`src/rtl/column_folder_if.sv`:
```
// Handshake bundle for column_folder: block-in channel (8 x 16-bit columns),
// digest-out channel and the delivered-block counter.
interface column_folder_if;
    logic        in_valid;
    logic        in_ready;
    logic [15:0] final_column0;
    logic [15:0] final_column1;
    logic [15:0] final_column2;
    logic [15:0] final_column3;
    logic [15:0] final_column4;
    logic [15:0] final_column5;
    logic [15:0] final_column6;
    logic [15:0] final_column7;
    logic        out_valid;
    logic        out_ready;
    logic [15:0] fold_out;
    logic [7:0]  block_count;

    modport master (
        output in_valid,
        output final_column0, final_column1, final_column2, final_column3,
        output final_column4, final_column5, final_column6, final_column7,
        output out_ready,
        input  in_ready,
        input  out_valid,
        input  fold_out,
        input  block_count
    );

    modport slave (
        input  in_valid,
        input  final_column0, final_column1, final_column2, final_column3,
        input  final_column4, final_column5, final_column6, final_column7,
        input  out_ready,
        output in_ready,
        output out_valid,
        output fold_out,
        output block_count
    );
endinterface

```
`src/rtl/column_folder.sv`:
```
// Folds one block of eight 16-bit columns into a rotate-XOR digest, one column per cycle.
// Optional `COLUMN_FOLDER_CHAIN_EN seeds each fold with the previously delivered digest.
module column_folder (
    input  logic           clk,
    input  logic           rst,
    column_folder_if.slave bus
);
    typedef enum logic [1:0] {
        IDLE = 2'd0,
        FOLD = 2'd1,
        DONE = 2'd2
    } state_e;

    state_e           state_q, state_d;
    logic [7:0][15:0] col_q, col_d;
    logic [15:0]      acc_q, acc_d;
    logic [2:0]       idx_q, idx_d;
    logic [7:0]       cnt_q, cnt_d;
    logic [15:0]      acc_init;
    logic [7:0][15:0] col_in;
    logic             accept;
    logic             deliver;

    assign col_in = {bus.final_column7, bus.final_column6, bus.final_column5, bus.final_column4,
                     bus.final_column3, bus.final_column2, bus.final_column1, bus.final_column0};

    // Held low while rst is asserted so nothing is accepted on a reset edge.
    assign bus.in_ready    = (state_q == IDLE) && !rst;
    assign bus.out_valid   = (state_q == DONE);
    assign bus.fold_out    = acc_q;
    assign bus.block_count = cnt_q;

    assign accept  = bus.in_valid && bus.in_ready;
    assign deliver = bus.out_valid && bus.out_ready;

`ifdef COLUMN_FOLDER_CHAIN_EN
    logic [15:0] chain_q, chain_d;

    assign acc_init = chain_q;

    always_comb begin
        chain_d = chain_q;
        if (deliver) chain_d = acc_q;
    end

    always_ff @(posedge clk) begin
        if (rst) chain_q <= '0;
        else     chain_q <= chain_d;
    end
`else
    assign acc_init = 16'h0000;
`endif

    always_comb begin
        state_d = state_q;
        col_d   = col_q;
        acc_d   = acc_q;
        idx_d   = idx_q;
        cnt_d   = cnt_q;
        case (state_q)
            IDLE: begin
                if (accept) begin
                    col_d   = col_in;
                    acc_d   = acc_init;
                    idx_d   = 3'd0;
                    state_d = FOLD;
                end
            end
            FOLD: begin
                acc_d = {acc_q[14:0], acc_q[15]} ^ col_q[idx_q];
                idx_d = idx_q + 3'd1;
                if (idx_q == 3'd7) state_d = DONE;
            end
            DONE: begin
                if (deliver) begin
                    cnt_d   = cnt_q + 8'd1;
                    state_d = IDLE;
                end
            end
            default: state_d = IDLE;
        endcase
    end

    always_ff @(posedge clk) begin
        if (rst) begin
            state_q <= IDLE;
            col_q   <= '0;
            acc_q   <= '0;
            idx_q   <= '0;
            cnt_q   <= '0;
        end else begin
            state_q <= state_d;
            col_q   <= col_d;
            acc_q   <= acc_d;
            idx_q   <= idx_d;
            cnt_q   <= cnt_d;
        end
    end
endmodule

```
`src/flat_wrapper.sv`:
```
// flat-port wrapper written by rule: the top's interface ports become plain ports
module column_folder_flat 
  (clk, rst, bus_in_valid, bus_final_column0, bus_final_column1, bus_final_column2, bus_final_column3, bus_final_column4, bus_final_column5, bus_final_column6, bus_final_column7, bus_out_ready, bus_in_ready, bus_out_valid, bus_fold_out, bus_block_count);
  column_folder_if bus_i ();
  input  logic clk;
  input  logic rst;
  input wire logic [$bits(bus_i.in_valid)-1:0] bus_in_valid;
  input wire logic [$bits(bus_i.final_column0)-1:0] bus_final_column0;
  input wire logic [$bits(bus_i.final_column1)-1:0] bus_final_column1;
  input wire logic [$bits(bus_i.final_column2)-1:0] bus_final_column2;
  input wire logic [$bits(bus_i.final_column3)-1:0] bus_final_column3;
  input wire logic [$bits(bus_i.final_column4)-1:0] bus_final_column4;
  input wire logic [$bits(bus_i.final_column5)-1:0] bus_final_column5;
  input wire logic [$bits(bus_i.final_column6)-1:0] bus_final_column6;
  input wire logic [$bits(bus_i.final_column7)-1:0] bus_final_column7;
  input wire logic [$bits(bus_i.out_ready)-1:0] bus_out_ready;
  output wire logic [$bits(bus_i.in_ready)-1:0] bus_in_ready;
  output wire logic [$bits(bus_i.out_valid)-1:0] bus_out_valid;
  output wire logic [$bits(bus_i.fold_out)-1:0] bus_fold_out;
  output wire logic [$bits(bus_i.block_count)-1:0] bus_block_count;
  assign bus_i.in_valid = bus_in_valid;
  assign bus_i.final_column0 = bus_final_column0;
  assign bus_i.final_column1 = bus_final_column1;
  assign bus_i.final_column2 = bus_final_column2;
  assign bus_i.final_column3 = bus_final_column3;
  assign bus_i.final_column4 = bus_final_column4;
  assign bus_i.final_column5 = bus_final_column5;
  assign bus_i.final_column6 = bus_final_column6;
  assign bus_i.final_column7 = bus_final_column7;
  assign bus_i.out_ready = bus_out_ready;
  assign bus_in_ready = bus_i.in_ready;
  assign bus_out_valid = bus_i.out_valid;
  assign bus_fold_out = bus_i.fold_out;
  assign bus_block_count = bus_i.block_count;
  column_folder u_core (.clk(clk), .rst(rst), .bus(bus_i));
endmodule
```
`config.mk`:
```
export PLATFORM = sky130hd
export DESIGN_NAME = column_folder_flat
export DESIGN_NICKNAME = d
export VERILOG_FILES = /design/src/rtl/column_folder_if.sv /design/src/rtl/column_folder.sv /design/src/flat_wrapper.sv
export SDC_FILE = /design/constraint.sdc
export NUM_CORES = 1
export LEC_CHECK = 0
export CAP_MARGIN = 20
export CORE_UTILIZATION = 50
export DETAILED_ROUTE_END_ITERATION = 7
export PLACE_DENSITY_LB_ADDON = 0.05
export SLEW_MARGIN = 10
export SYNTH_ARGS = -nofsm -noshare
export SYNTH_HDL_FRONTEND = slang
export SYNTH_SLANG_ARGS = --single-unit
```
`constraint.sdc`:
```
create_clock -name clk -period 2.2 [get_ports clk]
set_input_delay 0.44 -clock clk [delete_from_list [all_inputs] [get_ports clk]]
set_output_delay 0.44 -clock clk [all_outputs]
set_load 0.01 [all_outputs]
```
# [Yosys cells after proc, flatten, opt, wreduce, memory -nomap -nowiden]
# Index checks and enable logic that the tools add are counted.
[totals] out_inout_bits=26 word_cells=42 in_bits=132 reg_bits=157
[classes] addsub=2 n_reduce_logical=10 bitwise=1 n_eq_ne=6 n_lt_le_gt_ge=1 muxes=10
[op_table] operator="$bmux 16 s3" n=1
[op_table] operator="$mux 16" n=2
[op_table] operator="$pmux 16 s2" n=1
[op_table] operator="$xor 16x16->16" n=1
[op_table] operator="$add 8x1->8 const B" n=1
[op_table] operator="$mux 2" n=3
[op_table] operator="$pmux 2 s3" n=1
[op_table] operator="$pmux 3 s2" n=1
[op_table] operator="$reduce_and 2->1" n=3
[op_table] operator="$lt 3x4->1 const B" n=1
[op_table] operator="$ne 2x1->1 const B" n=2
[op_table] operator="$add 3x1->3 const B" n=1
[op_table] operator="$eq 3x3->1 const B" n=1
[op_table] operator="$logic_and 1x1->1" n=3
[op_table] operator="$mux 3" n=1
[op_table] operator="$reduce_and 3->1" n=1
[op_table] operator="$eq 2x1->1 const B" n=1
[op_table] operator="$eq 2x2->1 const B" n=1
[op_table] operator="$logic_not 2->1" n=1
[op_table] operator="$ne 2x2->1 const B" n=1
[op_table] operator="$reduce_bool 2->1" n=1
[op_table] operator="$logic_not 1->1" n=1

# [Longest topological paths before layout]
# Gate-level depths: netlist of run 1.
[depth] ltp_word=5 mapped_depth=9 mapped_depth_nobuf=6

# [Worst setup path before layout of run 1]
# OpenSTA, ideal clock, no wires.
[synth_path] path_type="input to register" start="input port rst" end="register u_core.col_q[73] (netlist name)" setup_ps=74 setup_slack_ps=546 stages=9 required_ps=2126 arrival_time_ps=1580 n_path_buf=5 path_cell_list="buf_2 -> nor3_2 -> and2_4 -> buf_4 -> buf_6 -> buf_6 -> buf_6 -> nand2_1 -> o21ai_0"
[synth_between] elab_chain_len=4
[synth_rtl] element="start, declared" line="flat_wrapper.sv:6" rtl="input logic rst;"
[synth_rtl] element="$logic_not 1->1" line="column_folder.sv:28" rtl="assign bus.in_ready = (state_q == IDLE) && !rst;"
[synth_rtl] element="$logic_and 1x1->1" line="column_folder.sv:28"
[synth_rtl] element="named net bus_in_ready" line="flat_wrapper.sv:17" rtl="output wire logic [$bits(bus_i.in_ready)-1:0] bus_in_ready;"
[synth_rtl] element="$logic_and 1x1->1" line="column_folder.sv:33" rtl="assign accept = bus.in_valid && bus.in_ready;"
[synth_rtl] element="$reduce_and 2->1 (no source line)"
[synth_rtl] element="end signal, assigned" line="column_folder.sv:93" rtl="col_q <= col_d;"
[synth_rtl] element="end, declared" line="column_folder.sv:15" rtl="logic [7:0][15:0] col_q, col_d;"
# The timed path passes the listed nets, and every way through them passes these cells.
# A chain may end at the register's enable or synchronous reset.

# [Worst setup path after layout of run 1]
[layout_path] start="register u_core.state_q[1]" end="output port bus_out_valid"
[layout_between] elab_chain_len=1
[layout_rtl] element="start, declared" line="column_folder.sv:14" rtl="state_e state_q, state_d;"
[layout_rtl] element="start signal, assigned" line="column_folder.sv:92" rtl="state_q <= state_d;"
[layout_rtl] element="$eq 2x2->1" line="column_folder.sv:29" rtl="assign bus.out_valid = (state_q == DONE);"
[layout_rtl] element="end, declared" line="flat_wrapper.sv:18" rtl="output wire logic [$bits(bus_i.out_valid)-1:0] bus_out_valid;"
# No other way between the ends.

==> out/metrics.yaml, run 1 <==
final_layout:
  multi_input_area_sq_um: 3410
  num-fill-cells: 1093
  fin_nets: 997
  stdcell_count: 1050
  layout-drive-gt1-share_pct: 7.89
  area_growth_pct: 31.3
  n_antenna_cell: 0
  regArea_sq_um: 3150
critical_path:
  end_kind: "output pin"
  r2r_end: "u_core.bus.fold_out[12]"
  crit_family: "buffers and inverters"
  critPathLaunchType: "flip-flop"
  cp.arrival_ps: 1640
  cp_slowest_cell: "clkdlybuf4s50_1"
  ff2ff_setup_slack_ps: 430
  cp.required_ps: 1760
  crit_path_max_incr_delay_ps: 560
  reg2reg_from: "u_core.idx_q[0]"
  crit_fanout: 8
  crit_type: "flip-flop to output pin"
  worst-path-buf-inv: 1
  ff2ff_path_depth: 5
  crit_chain: "nor2b_1 -> clkdlybuf4s50_1"
floorplan:
  start_util_pct: 51.7
  die-area_sq_um: 14300
  rows: 42
  die_h_um: 119
  core_sq_um: 13300
  die_x_um: 119
  io-pin-count: 158
clocking:
  htreeDepth: 4
  cts_tree: "built"
  clock_latency_ps: 420
  cts.sinks: 157
  post_cts.repair.setup_buffers: 0
  numCtsBuffers: 17
  cts_root_buffer: "clkbuf_16"
  ctsHoldBuffers: 0
  post_cts_resized: 0
  clockBufferDepth: 2
  clk_pin_slew_worst_paths_ps: 60
global_routing:
  track_usage_pct: 23.9
  grt_pass1_vias: 5332
  grt_max_degree: 143
  antenna_found_initial: 0
  grt_pass1_wl_um: 26400
  gr-total-overflow: 0
route:
  num_vias: 5407
  wl_per_cell_um: 15.5
  viasPerCell: 5.15
  final_antenna_net_count: 0
  wirelength_um: 16300
  remaining_drc_errors: 0
  drt_iter0_drc: 341
  dr.pass1.iters: 5
place:
  io_buffers: 157
  dp.cells: 1018
  dp.final_hpwl_um: 11400
  gp_congestion: 0.827
job:
  max_cap_viol_count: 0
yosys:
  synth_compound_area_share_pct: 11.8
  synth-edff-count: 0
  yosysSeqAreaShare_pct: 45.6
  syn_inst: 732
  netlist_top_cells_count: "dfxtp_1, nand2_1, nand2b_1"
  syn-num-nets: 867
  yosys.area_share.simple_pct: 21.3
  ys.flop_type: "dfxtp_1"
  synth_cell_types: 34
  synth_top_family_by_area: "simple AND/OR/NAND/NOR gates"
  synth.avg_cell_area_sq_um: 9.42
  synthTopCellsByArea: "dfxtp_1, nand2b_1, mux4_2"
  synth_xor_area_share_pct: 2.79
  yosysWarnings: 0
  synthMuxAreaShare_pct: 13.0
  synth_fa_ha_area_share_pct: 0.544
  syn_area_sq_um: 6900
  yosysMostFrequentCell: "dfxtp_1"
  synth_area_leader_cell: "dfxtp_1"
  ys_seq_elements: 157
  synth_top_area_share_pct: 45.6
  ys_async_sr_fraction_pct: 0
sta:
  clock.fmax_mhz: 481
  finalHoldViolations: 0
  relSlewSlack_pct: 58.4
  rsz0062_at_grt: "false"
  setup_tns_ps: 0
  finalCritPeriodShare_pct: 94.6
  period_minus_slack_ps: 2080
  drv_slew: 0
  finClkSkew_ps: 5.04
  worst_slew_pin_slew_ps: 624
  finalSetupViolCount: 0
status:
  outcome: "finished clean"
power_and_ir_drop:
  peakVddDrop_v: 0.000590
  p_per_area_nw_per_um2: 720
  power_w: 0.00652
  power_leakage_nw: 3.16
worst_hold_path:
  hp-class: "input pin to flip-flop"
  whs_path_depth: 3
  min_to: "u_core.bus.fold_out[3]"
  hp-start: "rst"
kinds of logic after synthesis:
| kind of cell | count (synthesis) |
|---|---|
| AND/OR/NAND/NOR | 291 |
| adder cells (fa/ha/maj) | 3 |
| buffers and inverters | 60 |
| flip-flops | 157 |
| XOR/XNOR | 22 |
| multiplexers | 49 |
| AO/OA/AOI/OAI | 150 |
worst max path at each step:
stage / start / to / slack, ps / cells past startpoint
after global routing: u_core.state_q[1] / bus_out_valid / 50 / 2
final: u_core.state_q[1] / bus_out_valid / 120 / 2
after CTS: u_core.state_q[1] / bus_out_valid / 120 / 2
after global placement: bus_in_valid / u_core.bus.fold_out[10] / -30 / 5
after detailed placement: bus_in_valid / u_core.bus.fold_out[0] / -90 / 5
after floorplan: rst / u_core.col_q[73] / 550 / 9
flip-flops by register name (all words and copies together) (netlist names):
register                count
u_core.col_q              128
u_core.bus.fold_out        16
u_core.bus.block_count      8
u_core.idx_q                3
u_core.state_q              2
area by class of cell:
type,count,share of cell area [%]
clock buffer,30,5.57
clock inverter,1,0.0553
inverter,1,0.0414
multi-input combinational,515,37.7
sequential,157,34.7
tap,176,2.43
timing repair buffer,170,19.5
layout by cell type, fill, tap and decap left out:
master	instances
clkdlybuf4s50_1	156
dfxtp_1	155
nand2_1	133
nand2b_1	129
o21ai_0	116
mux4_2	30
xor2_1	19
mux2i_1	17
clkbuf_16	17
o2bb2ai_1	16
o21ai_1	13
nor2_1	12
clkbuf_1	10
buf_12	8
buf_4	6
nor2b_1	3
nand4_1	3
xnor2_1	3
a21oi_1	3
ha_1	3
clkbuf_8	3
nor3_1	2
a22oi_1	2
mux4_1	2
dfxtp_2	2
nor3_2	1
and2_4	1
and3_1	1
and3b_1	1
nand3b_1	1
nand3_1	1
or3_1	1
or2_1	1
nor4b_1	1
inv_1	1
clkinv_2	1
per-layer routing:
| layer | vias up | wire [um] | track usage [%] |
|---|---|---|---|
| met5 | - | 0 | 0 |
| met4 | 0 | 199 | 8.52 |
| met3 | 18 | 767 | 4.89 |
| met2 | 131 | 7930 | 39.4 |
| met1 | 2535 | 7380 | 31.1 |
| li1 | 2723 | - | - |
worst min-delay path: cells and delay by family:
family	cells	cell delay, ps
buffers and inverters	1	120
AOI/OAI and AO/OA	1	120
and+or+nand+nor	1	90
report_power, final:
part | internal [W] | switching, W | total (W) | leakage [nW]
Sequential | 0.00302 | 0.000102 | 0.00313 | 1.29
Clock | 0.00153 | 0.00106 | 0.00258 | 0.247
Combinational | 0.000482 | 0.000326 | 0.000808 | 1.63
Total | 0.00503 | 0.00148 | 0.00652 | 3.16
metrics by stage:
stage          utilization [%]  instance area [sq um]  setup slack (ps)  hold slack [ps]
3_3_place_gp              64.0                   8540             -33.6              450
5_1_grt                   67.8                   9060              54.2              410
6_report                  67.8                   9060               119              398
2_1_floorplan                -                   6900               546              438
4_1_cts                   67.8                   9050               118              472
3_5_place_dp              64.0                   8540             -88.8              455
Power figures use the tool's default switching activity.
==> inputs of run 2 (changes only) <==
Settings changed: CORE_UTILIZATION 50 to 46, TNS_END_PERCENT set to 1.
==> run 2 against run 1 <==
Critical path depth stayed put. Power is 9.8% higher. Worst hold slack better by 28 ps. Largest cell class unchanged. Non-clock buffer count is 1 higher. Sequential power hardly changed.
==> out/metrics.yaml, run 2 (same netlist as run 1, synthesis figures left out) <==
sta:
  clock.fmax_mhz: 479  # was 481 MHz
  finalCritPeriodShare_pct: 94.8  # was 94.6%
  drv_slew: 0  # unchanged
  setup_tns_ps: 0  # unchanged
  worst_slew_pin_slew_ps: 608  # was 624 ps
  period_minus_slack_ps: 2090  # was 2080 ps
  relSlewSlack_pct: 59.5  # was 58.4%
  finalSetupViolCount: 0  # unchanged
  finClkSkew_ps: 6.93  # was 5.04 ps
  setup_ws_ps: 114  # was 119 ps
  finalHoldViolations: 0  # unchanged
  rsz0062_at_grt: "false"  # unchanged
floorplan:
  rows: 44  # was 42
  die_h_um: 124  # was 119 um
  die_x_um: 124  # was 119 um
  io-pin-count: 158  # unchanged
  core_sq_um: 14600  # was 13300 sq um
  start_util_pct: 47.3  # was 51.7%
  die-area_sq_um: 15500  # was 14300 sq um
place:
  place_ws_ps: -82.0  # was -88.8 ps
  io_buffers: 157  # unchanged
  dp.final_hpwl_um: 11800  # was 11400 um
  dp.cells: 1027  # was 1018
  gp_congestion: 0.792  # was 0.827
final_layout:
  layout-drive-gt1-share_pct: 9.13  # was 7.89%
  largest_register_ffs: 128  # unchanged
  fin_nets: 998  # was 997
  layout_commonest_cell: "clkdlybuf4s50_1"  # unchanged
  layout_common_cells: "clkdlybuf4s50_1, dfxtp_1, nand2_1, nand2b_1, o21ai_0"  # unchanged
  n_antenna_cell: 0  # unchanged
  regMostFlops: "u_core.col_q"  # unchanged
  area_growth_pct: 33.0  # was 31.3%
  stdcell_count: 1060  # was 1050
  utilization_pct: 62.9  # was 67.8%
critical_path:
  crit_type: "flip-flop to output pin"  # unchanged
  cp-startpoint: "u_core.state_q[1]"  # unchanged
  crit_chain: "nor2b_1 -> clkdlybuf4s50_1"  # unchanged
  cp.required_ps: 1760  # about the same
  critPathCapture: "bus_out_valid"  # unchanged
  crit_path_max_incr_delay_ps: 560  # about the same
  r2r_end: "u_core.bus.fold_out[13]"  # was u_core.bus.fold_out[12]
  end_kind: "output pin"  # unchanged
  ff2ff_setup_slack_ps: 230  # was 430 ps
  ff2ff_path_depth: 5  # unchanged
  crit_fanout: 8  # unchanged
  critPathLaunchType: "flip-flop"  # unchanged
  cp.arrival_ps: 1650  # was 1640 ps
  cp_slowest_cell: "clkdlybuf4s50_1"  # unchanged
  reg2reg_from: "u_core.idx_q[0]"  # unchanged
power_and_ir_drop:
  p_sw_w: 0.00157  # was 0.00148 W
  p_per_area_nw_per_um2: 780  # was 720 nW/um^2
  switching_share_pct: 21.9  # was 22.8%
  peakVddDrop_v: 0.000612  # was 0.000590 V
  seqPwrFrac_pct: 43.8  # was 48.0%
  combPwrFrac_pct: 11.1  # was 12.4%
  clkPwrFrac_pct: 45.1  # was 39.6%
  power_leakage_nw: 3.22  # was 3.16 nW
  p_int_w: 0.00559  # was 0.00503 W
clocking:
  clockBufferDepth: 2  # unchanged
  cts_tree: "built"  # unchanged
  clock_latency_ps: 430  # was 420 ps
  cts_root_buffer: "clkbuf_16"  # unchanged
  post_cts.repair.setup_buffers: 0  # unchanged
  cts.sinks: 157  # unchanged
  post_cts_resized: 0  # unchanged
  htreeDepth: 4  # unchanged
  numCtsBuffers: 17  # unchanged
  clk_pin_slew_worst_paths_ps: 60  # about the same
  ctsHoldBuffers: 0  # unchanged
route:
  dr.pass1.iters: 4  # was 5
  final_antenna_net_count: 0  # unchanged
  wl_per_cell_um: 15.7  # was 15.5 um
  wirelength_um: 16600  # was 16300 um
  remaining_drc_errors: 0  # unchanged
  viasPerCell: 5.07  # was 5.15
  drt_iter0_drc: 326  # was 341
  num_vias: 5371  # was 5407
global_routing:
  track_usage_pct: 22.5  # was 23.9%
  grt_max_degree: 93  # was 143
  gr-total-overflow: 0  # unchanged
  grt_pass1_vias: 5318  # was 5332
  antenna_found_initial: 0  # unchanged
  grt_pass1_wl_um: 27100  # was 26400 um
status:
  outcome: "finished clean"  # unchanged
worst_hold_path:
  hp-class: "input pin to flip-flop"  # unchanged
job:
  max_cap_viol_count: 0  # unchanged
run 2: cell types whose count changed in the layout (fill, tap and decap cells not counted), sizes merged:
cell,previous run,this run
buf,14,15
clkinvlp,0,3
clkbuf,30,21
clkinv,1,3
bufinv,0,5
run 2: metal layers:
metal	vias up	global-route usage (%)	share of wire (%)	wire length (um)
met3	23	4.51	4.0	663
met4	0	9.57	2.1	353
met1	2487	30.0	47	7840
met2	133	35.3	47	7740
met5	-	0	0	0
li1	2728	-	-	-
run 2: cell type report:
class                      count  area (sq um)
tap                          184           230
inverter                       1          3.75
sequential                   157          3150
clock buffer                  21           470
fill                        1246          5420
clock inverter                11           188
multi-input combinational    515          3410
timing repair buffer         171          1720
run 2: worst min-delay path by stage:
stage                          start                       to  slack [ps]  depth (start not counted)
floorplan           u_core.col_q[96]         u_core.col_q[96]         440                          2
global placement    u_core.col_q[88]         u_core.col_q[88]         450                          2
detailed placement  u_core.col_q[88]         u_core.col_q[88]         460                          2
CTS                 u_core.col_q[88]         u_core.col_q[88]         470                          2
global route                     rst  u_core.bus.fold_out[10]         440                          3
finish                           rst  u_core.bus.fold_out[10]         430                          3
run 2: critical path: cells and delay by family (launching register included):
kind                   cells  cell delay (ps)
buffers and inverters      1              560
DFF                        1              450
and+or+nand+nor            1              220
run 2: power by group through the flow:
stage,registers (W),clock network (W),logic [W]
5_1_grt,0.00315,0.00340,0.000870
2_1_floorplan,0.00315,0,0.000445
6_report,0.00313,0.00323,0.000795
3_3_place_gp,0.00318,0,0.000788
3_5_place_dp,0.00319,0,0.000799
4_1_cts,0.00313,0.00329,0.000806
run 2: through the flow:
stage	area, sq um	hold slack [ps]	power [W]
3_3_place_gp	8510	451	0.00397
3_5_place_dp	8510	456	0.00399
4_1_cts	9170	466	0.00722
6_report	9170	426	0.00716
5_1_grt	9170	438	0.00742
2_1_floorplan	6900	438	0.00360
==> inputs of run 3 (changes only) <==
--- a/constraint.sdc
+++ b/constraint.sdc
@@ -3,2 +3,2 @@
 set_output_delay 0.44 -clock clk [all_outputs]
-set_load 0.01 [all_outputs]
+set_load 0.02 [all_outputs]
==> run 3 against run 2 <==
Combinational power increased by 1%. Clock skew increased by 1.1 ps. Die area did not move. Core utilization fell by 0.069 points.
==> out/metrics.yaml, run 3 (same netlist as run 1, synthesis figures left out) <==
floorplan:
  die_h_um: 124  # unchanged
  rows: 44  # unchanged
  core_sq_um: 14600  # unchanged
  die_x_um: 124  # unchanged
  io-pin-count: 158  # unchanged
  start_util_pct: 47.3  # unchanged
  die-area_sq_um: 15500  # unchanged
clocking:
  clock_latency_ps: 420  # was 430 ps
  post_cts.repair.setup_buffers: 0  # unchanged
  clk_pin_slew_worst_paths_ps: 60  # about the same
  cts.sinks: 157  # unchanged
  ctsHoldBuffers: 0  # unchanged
  cts_tree: "built"  # unchanged
  clockBufferDepth: 2  # unchanged
  post_cts_resized: 0  # unchanged
  htreeDepth: 4  # unchanged
  numCtsBuffers: 17  # unchanged
  cts_root_buffer: "clkbuf_16"  # unchanged
worst_hold_path:
  min_to: "u_core.col_q[104]"  # was u_core.bus.fold_out[10]
  whs_path_depth: 2  # was 3
  hp-start: "u_core.col_q[104]"  # was rst
  hp-class: "flip-flop to flip-flop"  # was input pin to flip-flop
critical_path:
  r2r_end: "u_core.bus.fold_out[11]"  # was u_core.bus.fold_out[13]
  cp.required_ps: 1760  # about the same
  crit_type: "flip-flop to output pin"  # unchanged
  ff2ff_setup_slack_ps: 310  # was 230 ps
  cp.arrival_ps: 1680  # was 1650 ps
  reg2reg_from: "u_core.idx_q[0]"  # unchanged
  crit_fanout: 8  # unchanged
  critPathLaunchType: "flip-flop"  # unchanged
  ff2ff_path_depth: 5  # unchanged
  end_kind: "output pin"  # unchanged
sta:
  period_minus_slack_ps: 2120  # was 2090 ps
  relSlewSlack_pct: 47.8  # was 59.5%
  finalCritPeriodShare_pct: 96.5  # was 94.8%
  finalSetupViolCount: 0  # unchanged
  drv_slew: 0  # unchanged
  rsz0062_at_grt: "false"  # unchanged
  worst_slew_pin_slew_ps: 782  # was 608 ps
  finalHoldViolations: 0  # unchanged
  finClkSkew_ps: 8.01  # was 6.93 ps
  clock.fmax_mhz: 471  # was 479 MHz
route:
  drt_iter0_drc: 384  # was 326
  final_antenna_net_count: 0  # unchanged
  wirelength_um: 16300  # was 16600 um
  remaining_drc_errors: 0  # unchanged
  dr.pass1.iters: 4  # unchanged
  wl_per_cell_um: 15.4  # was 15.7 um
  num_vias: 5396  # was 5371
  viasPerCell: 5.09  # was 5.07
global_routing:
  gr-total-overflow: 0  # unchanged
  grt_pass1_vias: 5184  # was 5318
  track_usage_pct: 21.5  # was 22.5%
  antenna_found_initial: 0  # unchanged
  grt_max_degree: 105  # was 93
  grt_pass1_wl_um: 26100  # was 27100 um
final_layout:
  layout-drive-gt1-share_pct: 8.79  # was 9.13%
  layout_common_cells: "clkdlybuf4s50_1, dfxtp_1, nand2_1, nand2b_1, o21ai_0"  # unchanged
  stdcell_count: 1060  # unchanged
  n_antenna_cell: 0  # unchanged
  largest_register_ffs: 128  # unchanged
  regMostFlops: "u_core.col_q"  # unchanged
  layout_commonest_cell: "clkdlybuf4s50_1"  # unchanged
  num-fill-cells: 1232  # was 1246
  area_growth_pct: 32.8  # was 33.0%
  fin_nets: 998  # unchanged
place:
  gp_congestion: 0.804  # was 0.792
  dp.cells: 1027  # unchanged
  io_buffers: 157  # unchanged
  dp.final_hpwl_um: 11400  # was 11800 um
power_and_ir_drop:
  p_per_area_nw_per_um2: 776  # was 780 nW/um^2
  peakVddDrop_v: 0.000544  # was 0.000612 V
  power_leakage_nw: 3.22  # about the same
  power_w: 0.00711  # was 0.00716 W
job:
  max_cap_viol_count: 0  # unchanged
status:
  outcome: "finished clean"  # unchanged
run 3: routing by layer:
layer / vias to the layer above / track usage, % / wire length, um
li1: 2731 / - / -
met1: 2518 / 29.0 / 7790
met2: 134 / 33.7 / 7550
met3: 13 / 4.51 / 702
met4: 0 / 8.15 / 246
met5: - / 0 / 0
run 3: worst max-delay path by stage:
| stage | endpoint | start |
|---|---|---|
| after floorplan | u_core.col_q[73] | rst |
| after global placement | u_core.bus.fold_out[9] | bus_in_valid |
| after detailed placement | u_core.bus.fold_out[3] | bus_in_valid |
| after CTS | bus_out_valid | u_core.state_q[1] |
| after global routing | bus_out_valid | u_core.state_q[1] |
| final | bus_out_valid | u_core.state_q[1] |
run 3: area by class of cell:
| class | count | area [sq um] | share of cell area (%) |
|---|---|---|---|
| Clock buffer | 27 | 523 | 5.71 |
| Clock inverter | 5 | 125 | 1.37 |
| Inverter | 1 | 3.75 | 0.0410 |
| Multi-Input combinational cell | 515 | 3410 | 37.2 |
| Sequential cell | 157 | 3150 | 34.3 |
| Tap cell | 184 | 230 | 2.51 |
| Timing Repair Buffer | 171 | 1720 | 18.8 |
run 3: metrics by stage:
stage	utilization, %	cell area [sq um]	TNS [ps]	worst slack [ps]	hold slack, ps
after floorplan	-	6900	0	407	438
after global placement	58.3	8510	-443	-29.2	450
after detailed placement	58.3	8510	-1000	-81.9	457
after CTS	62.8	9160	0	61.8	467
after global routing	62.8	9160	0	7.88	479
final	62.8	9160	0	77.6	462
run 3: power by group:
| part | internal (W) | leakage, nW | switching [W] |
|---|---|---|---|
| sequential | 0.00302 | 1.29 | 0.000104 |
| combinational | 0.000473 | 1.61 | 0.000333 |
| clock | 0.00208 | 0.318 | 0.00109 |
| total | 0.00558 | 3.22 | 0.00153 |
run 3: worst max-delay path, stage by stage (launching register included):
cell and delay [ps]:
dfxtp_1 450, nor2b_1 200, clkdlybuf4s50_1 620
